## src/rtl/branch_predictor_pkg.sv

```systemverilog
// Shared branch-prediction types: 2-bit counter encodings, reset state and default geometry.
// Used by the predictor itself and by the fetch and branch-resolution logic.
package branch_predictor_pkg;

  localparam int unsigned PC_W               = 32;
  localparam int unsigned BP_DEFAULT_ENTRIES = 16;
  localparam int unsigned BP_DEFAULT_CNT_W   = 16;

  typedef enum logic [1:0] {
    CNT_SNT = 2'b00,
    CNT_WNT = 2'b01,
    CNT_WT  = 2'b10,
    CNT_ST  = 2'b11
  } bp_cnt_e;

  localparam bp_cnt_e BP_CNT_RESET = CNT_WNT;

  // Resolved-branch payload carried from EX back to the predictor.
  typedef struct packed {
    logic [PC_W-1:0] pc;
    logic            taken;
    logic [PC_W-1:0] target;
    logic            pred_taken;
  } bp_update_t;

  // Taken prediction is the counter's upper half (WT, ST).
  function automatic logic bp_predict_taken(input bp_cnt_e cnt);
    return (cnt == CNT_WT) || (cnt == CNT_ST);
  endfunction

  // Counter value given to a freshly allocated entry.
  function automatic bp_cnt_e bp_alloc_cnt(input logic taken);
    return taken ? CNT_WT : CNT_WNT;
  endfunction

endpackage

```

## src/rtl/bp_sat_counter.sv

```systemverilog
// Next-state function of a 2-bit saturating branch counter.
module bp_sat_counter
  import branch_predictor_pkg::*;
(
  input  logic [1:0] state,
  input  logic       taken,
  output logic [1:0] next_state_c
);

  always_comb begin
    next_state_c = state;
    case (state)
      CNT_SNT: next_state_c = taken ? CNT_WNT : CNT_SNT;
      CNT_WNT: next_state_c = taken ? CNT_WT  : CNT_SNT;
      CNT_WT:  next_state_c = taken ? CNT_ST  : CNT_WNT;
      CNT_ST:  next_state_c = taken ? CNT_ST  : CNT_WT;
      default: next_state_c = state;
    endcase
  end

endmodule

```

## src/rtl/branch_predictor.sv

```systemverilog
// Direct-mapped 2-bit branch predictor with target buffer and a saturating mispredict counter.
// Lookup is combinational; updates from EX land on the rising edge ending the strobe cycle.
module branch_predictor
  import branch_predictor_pkg::*;
#(
  parameter int unsigned ENTRIES = BP_DEFAULT_ENTRIES,
  parameter int unsigned CNT_W   = BP_DEFAULT_CNT_W
) (
  input  logic              clk,
  input  logic              reset,
  input  logic [31:0]       IF_PC,
  output logic              IF_BPred,
  output logic              IF_BPredValid,
  output logic [31:0]       IF_BPredTarget,
  input  logic              EX_Update,
  input  logic [31:0]       EX_PC,
  input  logic              EX_Taken,
  input  logic [31:0]       EX_Target,
  input  logic              EX_PredTaken,
  output logic [CNT_W-1:0]  BP_MissCount
);

  localparam int unsigned IDX   = $clog2(ENTRIES);
  localparam int unsigned TAG_W = PC_W - 2 - IDX;

  // Entry storage as flop arrays.
  logic             valid_q  [ENTRIES];
  logic [TAG_W-1:0] tag_q    [ENTRIES];
  logic [PC_W-1:0]  target_q [ENTRIES];
  bp_cnt_e          cnt_q    [ENTRIES];
  logic [CNT_W-1:0] miss_q;

  // Fetch-side lookup.
  logic [IDX-1:0]   if_idx;
  logic [TAG_W-1:0] if_tag;
  logic             if_hit;

  assign if_idx = IF_PC[2 +: IDX];
  assign if_tag = IF_PC[2 + IDX +: TAG_W];
  assign if_hit = valid_q[if_idx] && (tag_q[if_idx] == if_tag);

  assign IF_BPredValid  = if_hit;
  assign IF_BPred       = if_hit && bp_predict_taken(cnt_q[if_idx]);
  assign IF_BPredTarget = if_hit ? target_q[if_idx] : '0;

  // Resolution-side update request.
  bp_update_t       ex;
  logic [IDX-1:0]   ex_idx;
  logic [TAG_W-1:0] ex_tag;
  logic             ex_hit;
  logic             ex_mispredict;

  assign ex.pc         = EX_PC;
  assign ex.taken      = EX_Taken;
  assign ex.target     = EX_Target;
  assign ex.pred_taken = EX_PredTaken;

  assign ex_idx        = ex.pc[2 +: IDX];
  assign ex_tag        = ex.pc[2 + IDX +: TAG_W];
  assign ex_hit        = valid_q[ex_idx] && (tag_q[ex_idx] == ex_tag);
  assign ex_mispredict = EX_Update && (ex.pred_taken != ex.taken);

  logic [1:0] cnt_next_c;

  bp_sat_counter u_sat_counter (
    .state        (cnt_q[ex_idx]),
    .taken        (ex.taken),
    .next_state_c (cnt_next_c)
  );

  // New contents for the indexed entry: train on a hit, reallocate on a miss.
  logic [TAG_W-1:0] wr_tag;
  logic [PC_W-1:0]  wr_target;
  bp_cnt_e          wr_cnt;

  always_comb begin
    wr_tag    = ex_tag;
    wr_target = ex.target;
    wr_cnt    = bp_alloc_cnt(ex.taken);
    if (ex_hit) begin
      wr_tag    = tag_q[ex_idx];
      wr_target = ex.taken ? ex.target : target_q[ex_idx];
      wr_cnt    = bp_cnt_e'(cnt_next_c);
    end
  end

  // Table state; reset clears everything regardless of a pending update.
  always_ff @(posedge clk or posedge reset) begin
    if (reset) begin
      for (int unsigned i = 0; i < ENTRIES; i++) begin
        valid_q[i]  <= 1'b0;
        tag_q[i]    <= '0;
        target_q[i] <= '0;
        cnt_q[i]    <= BP_CNT_RESET;
      end
    end else if (EX_Update) begin
      valid_q[ex_idx]  <= 1'b1;
      tag_q[ex_idx]    <= wr_tag;
      target_q[ex_idx] <= wr_target;
      cnt_q[ex_idx]    <= wr_cnt;
    end
  end

  // Mispredict statistics, saturating at all-ones.
  always_ff @(posedge clk or posedge reset) begin
    if (reset) begin
      miss_q <= '0;
    end else if (ex_mispredict && (miss_q != {CNT_W{1'b1}})) begin
      miss_q <= miss_q + CNT_W'(1);
    end
  end

  assign BP_MissCount = miss_q;

  logic unused_pc_bits;
  assign unused_pc_bits = ^{IF_PC[1:0], ex.pc[1:0]};

endmodule
```

## config.mk

```make
export PLATFORM = sky130hd
export DESIGN_NAME = branch_predictor
export DESIGN_NICKNAME = d
export VERILOG_FILES = /design/src/rtl/branch_predictor_pkg.sv /design/src/rtl/bp_sat_counter.sv /design/src/rtl/branch_predictor.sv
export SDC_FILE = /design/constraint.sdc
export NUM_CORES = 2
export LEC_CHECK = 0
export BUFFER_PORTS_ARGS = -buffer_cell sky130_fd_sc_hd__buf_4
export CORE_MARGIN = 8
export CORE_UTILIZATION = 60
export CTS_CLUSTER_SIZE = 14
export DETAILED_ROUTE_END_ITERATION = 8
export MAX_ROUTING_LAYER = met4
export PLACE_DENSITY_LB_ADDON = 0.12
export SETUP_SLACK_MARGIN = 0.3
export SLEW_MARGIN = 40
export SYNTH_ARGS = -nofsm -noshare
export SYNTH_HDL_FRONTEND = slang
export SYNTH_SLANG_ARGS = --single-unit
export TNS_END_PERCENT = 100
```

## constraint.sdc

```tcl
create_clock -name clk -period 41.6 [get_ports clk]
set_input_delay 8.32 -clock clk [delete_from_list [all_inputs] [get_ports clk]]
set_output_delay 8.32 -clock clk [all_outputs]
set_load 0.02 [all_outputs]
```

Word-level counts from Yosys, hierarchy flattened
Index checks and enable logic that the tools add are counted.

Bits of input ports: 101. Register bits: 992. Word-level logic and storage cells: 135.

Bitwise gates (word level): 3. Reduce and logical (&&, ||, !) cells: 8. Add/subtract/negate cells: 1. Multiplexer cells: 46. Eq/ne operators: 9. $lt $le $gt $ge: 3.

Operators by type and width (count): $bwmux 512 (1); $bwmux 416 (1); $bmux 32 s4 (2); $mux 32 (8); $bmux 26 s4 (2); $mux 26 (6); $demux 32 s4 (1); $demux 26 s4 (1); $eq 26x26->1 (2); $bwmux 32 (1); $mux 2 (9); $add 16x1->16 const B (1); $bmux 2 s4 (2); $ne 16x16->1 const B (1); $or 16x16->16 (1); $ge 5x5->1 const B (2); $not 4->5 (2); $bmux 1 s4 (2); $demux 2 s4 (1); $eq 2x2->1 const B (4); $pmux 2 s4 (1); $mux 1 (7); $logic_and 1x1->1 (6); $lt 5x1->1 const B (1); 5 further kinds (5).

Logic depth before layout (Yosys ltp)
Depth in word-level cells: 8. Mapped depth: 17. Depth with buffers taken out: 9.

Hierarchy
A second synthesis with hierarchy kept.

Cell total of the unflattened synthesis: 3998. Area, all modules: 53876.7 sq um.

By module, submodules not included: branch_predictor (area an instance 53850.4 sq um, cells each 3995, instances 1, sequential area each 24843.8 sq um); bp_sat_counter (area an instance 26.3 sq um, cells each 3, instances 1, sequential area each 0.0 sq um).

Least setup slack after synthesis
No wires, ideal clock.

Path kind: input port to output port. Start point: input port IF_PC[2]. End point: output port IF_BPredTarget[22]. Buffers on the path: 4. Arrival: 11.270 ns. Path slack: 22.010 ns. Required time: 33.280 ns. Stages: 10. Cells stage by stage: clkbuf_1 buf_2 buf_2 mux4_2 mux4_2 xnor2_1 nand4_1 nor4_1 clkbuf_1 and3_1.

Cells in the longest elaborated chain, start to end: 7. Elaborated cells on any way between the ends: 13.

Ends and longest elaborated chain: start: declaration (line branch_predictor.sv:11) `input logic [31:0] IF_PC,`; $not 4->5 (implied by the code) (*) (line branch_predictor.sv:40, branch_predictor.sv:44); $bmux 26 s4 (line branch_predictor.sv:40) `assign if_hit = valid_q[if_idx] && (tag_q[if_idx] == if_tag);`; $mux 26 (implied by the code) (2 in a row) (line branch_predictor.sv:40); $eq 26x26->1 (line branch_predictor.sv:40); $logic_and 1x1->1 (line branch_predictor.sv:40); $mux 32 (*) (line branch_predictor.sv:44) `assign IF_BPredTarget = if_hit ? target_q[if_idx] : '0;`; end: declaration (line branch_predictor.sv:14) `output logic [31:0] IF_BPredTarget,`.

Mark *: on every way between the ends. The rest lies on a longest branch, timed or not. The select of a mux whose other input is x is not followed.

Worst setup path after layout
Start point: input port IF_PC[4]. End point: output port IF_BPredTarget[3].

Same word-level chain as after synthesis.

==> flow_summary.toml <==
[run_status]
outcome = "finished clean"

[setup_path]
r2r-start = "tag_q[123]$_DFFE_PP0P_"
cp_top_family = "buffers and inverters"
start_kind = "input port"
critPathRequiredTime_ps = 33280
r2r_cells = 10
cp.arrival_ps = 12720
cp.depth = 11
path_class = "input port to output port"
worstPathCellList = "buf_8 -> buf_6 -> buf_6 -> mux4_2 -> mux4_2 -> xnor2_1 -> nand4_1 -> nor3_2 -> buf_4 -> and3_1 -> buf_4"
crit_buf_inv = 5
reg2reg_slack_ps = 36100
cp_max_fo = 58
crit_slowest_cell = "buf_6"
startpoint = "IF_PC[4]"
reg2reg_to = "cnt_q[29]$_DFFE_PP0P_"
max_stage_delay_ps = 670
endpoint_kind = "output port"

[clocking]
clk_latency_ps = 720
postCtsHoldBufs = 0
cts_tree = "done"
cts_root_buf = "clkbuf_16"
cts.sinks = 992
clkTransAtPathRegs_ps = 60
cts_resized = 0
post_cts_buffers = 0
clockBufferDepth = 3
cts_made_buffers = 107
htree_num_levels = 3

[flow_run]
cap_violations = 0

[grt]
grt.total_usage = 0.348
first_global_vias = 40784
grt_overflow = 0
grt_max_degree = 128
grt_pass1_wl_um = 257000
grt_antenna_before_repair = 5

[cells_and_area]
drive_above_1_share = 0.242
syn2layout_area_growth_pct = 9.00
fin_nets = 4725
fin_cells = 5885
postLayoutCellArea_mm2 = 0.0592
multi_input_area_mm2 = 0.0272
fin_util = 0.659
seq_area_mm2 = 0.0248
fill_cells = 6722

[worst_hold_path]
hold_end = "valid_q[15]$_DFFE_PP0P_"
holdCritPathClass = "flop to flop"
hp-start = "valid_q[15]$_DFFE_PP0P_"
min_path_cells = 1

[pwr]
power.density_mw_per_mm2 = 50.8
leakagePower_uw = 0.0251
peakVddDrop_uv = 37.4

[die]
fp.coreArea_mm2 = 0.0899
chipHeight_um = 317
ioPinCount = 151
initial_core_util = 0.604
floorplan.die.width_um = 317
die_area_mm2 = 0.100
rows = 110

[timing]
grt_setup_unrepaired = "false"
finalSetupTns_ps = 0
hold_viol = 0
fin_crit_sh = 0.506
slew_viol_final = 0
max_clock_freq_mhz = 47.5
slew_headroom = 0.408
skew_ps = 41.0
setup_viol = 0
whs_ps = 488
period_needed_ps = 21040
worst_pin_slew_ps = 880

[synthesis]
synth_top_area_cell = "dfrtp_1"
synth_seq_cells = 992
ys_top_cells_by_area = "dfrtp_1 (45%), mux4_2 (22%), nand2_1 (6.7%)"
seq_area_frac_synth = 0.457
syn_area_per_cell_um2 = 11.4
synth_cell_types = 69
synth_ff_type = "dfrtp_1"
yosys_warnings = 0
synthesis.area_mm2 = 0.0543
synthCells = 4763
ys_async_sr_fraction = 1.00
syn-num-nets = 4865
ys_top_cells_by_count = "dfrtp_1 (976), nand2_1 (964), nor2_1 (563), mux4_2 (540), a31oi_1 (490)"
synth_most_common_cell = "dfrtp_1"
synth_top_area_share = 0.450
synth_edf_count = 0

[detailed_routing]
vias = 40911
routed_wl_um = 167000
drtPass1Iterations = 6
wl_per_cell_um = 28.5
initialDrtViolationCount = 5400
drtAntennaViolNets = 0
viasPerCell = 6.95
drc = 0

[placed_design]
placed_cell_area_mm2 = 0.0556
post-place-cells = 5686
gp_congestion = 0.919
dpl.hpwl_um = 96300
io_buffers = 146
-- cell usage in the layout (no fill, tap or decap), types with 8 or more instances in the layout --
master       n
a21oi_1     12
a22oi_1     15
a31oi_1    490
a31oi_2     41
and3_1      36
buf_4      184
buf_6       32
clkbuf_1    21
clkbuf_16  110
clkbuf_8    22
clkinv_2    21
dfrtp_1    976
dfstp_2     16
inv_1       13
mux2_2      23
mux2i_1     80
mux4_2     540
nand2_1    948
nand2_2     16
nand2b_1    21
nand3_1     16
nand4_1     11
nand4b_4    30
nor2_1     551
nor2_4      12
nor3_1       8
o21a_1      17
o21ai_0    197
o21ai_4     29
o22ai_1     16
xnor2_1     48
xor2_1      20
-- routing by layer --
metal	wire, µm	part of all wire	vias up	global-route usage
li1	-	-	17168	-
met1	64600	0.39	20820	0.467
met2	78100	0.47	2409	0.523
met3	15700	0.094	514	0.0619
met4	9010	0.054	0	0.158
met5	0	0	-	-
-- power by group --
group	total [µW]	switching [µW]	leakage, µW	internal, µW
logic	680	306	0.0115	373
registers	1360	173	0.0118	1180
clock network	969	408	0.00175	561
total	3010	887	0.0251	2120
-- worst max path at each step --
stage	to	slack, ps
after floorplan	BP_MissCount[0]$_DFFE_PP0P_	5400
after global placement	IF_BPredTarget[3]	20190
after detailed placement	IF_BPredTarget[3]	20610
after CTS	IF_BPredTarget[3]	20600
after global routing	IF_BPredTarget[3]	20410
final	IF_BPredTarget[3]	20560
-- cell families (layout without fill, tap and decap cells) --
logic type                 Yosys count  after routing  synth area share
DFF                                992            992             0.457
buffers and inverters              502            445            0.0459
xor gates and xnor gates            68             68            0.0110
adders and majority gates            2              2          0.000415
and+or+nand+nor                   1689           1689             0.134
muxes                              644            644             0.244
other                                0              3                 0
AOI/OAI and AO/OA                  866            866             0.108
-- state kept, by name, summed over array words and instances, names as in the netlist --
name / cells
target_q: 512
tag_q: 416
cnt_q: 32
BP_MissCount: 16
valid_q: 16
-- stage by stage --
| stage | total power (µW) | setup WS, ps |
|---|---|---|
| floorplan | 1860 | 5400 |
| global placement | 2000 | 20190 |
| detailed placement | 2040 | 20610 |
| CTS | 3000 | 20600 |
| global route | 3140 | 20410 |
| finish | 3010 | 20560 |
-- final cells by class --
class | count | share of cell area
inverter | 21 | 0.00158
antenna | 3 | 0.000127
multi-input combinational | 3269 | 0.459
tap | 1176 | 0.0248
sequential | 992 | 0.420
clock inverter | 40 | 0.00718
timing repair buffer | 232 | 0.0351
clock buffer | 152 | 0.0525
Note: power is estimated with default switching activity, not from simulation.
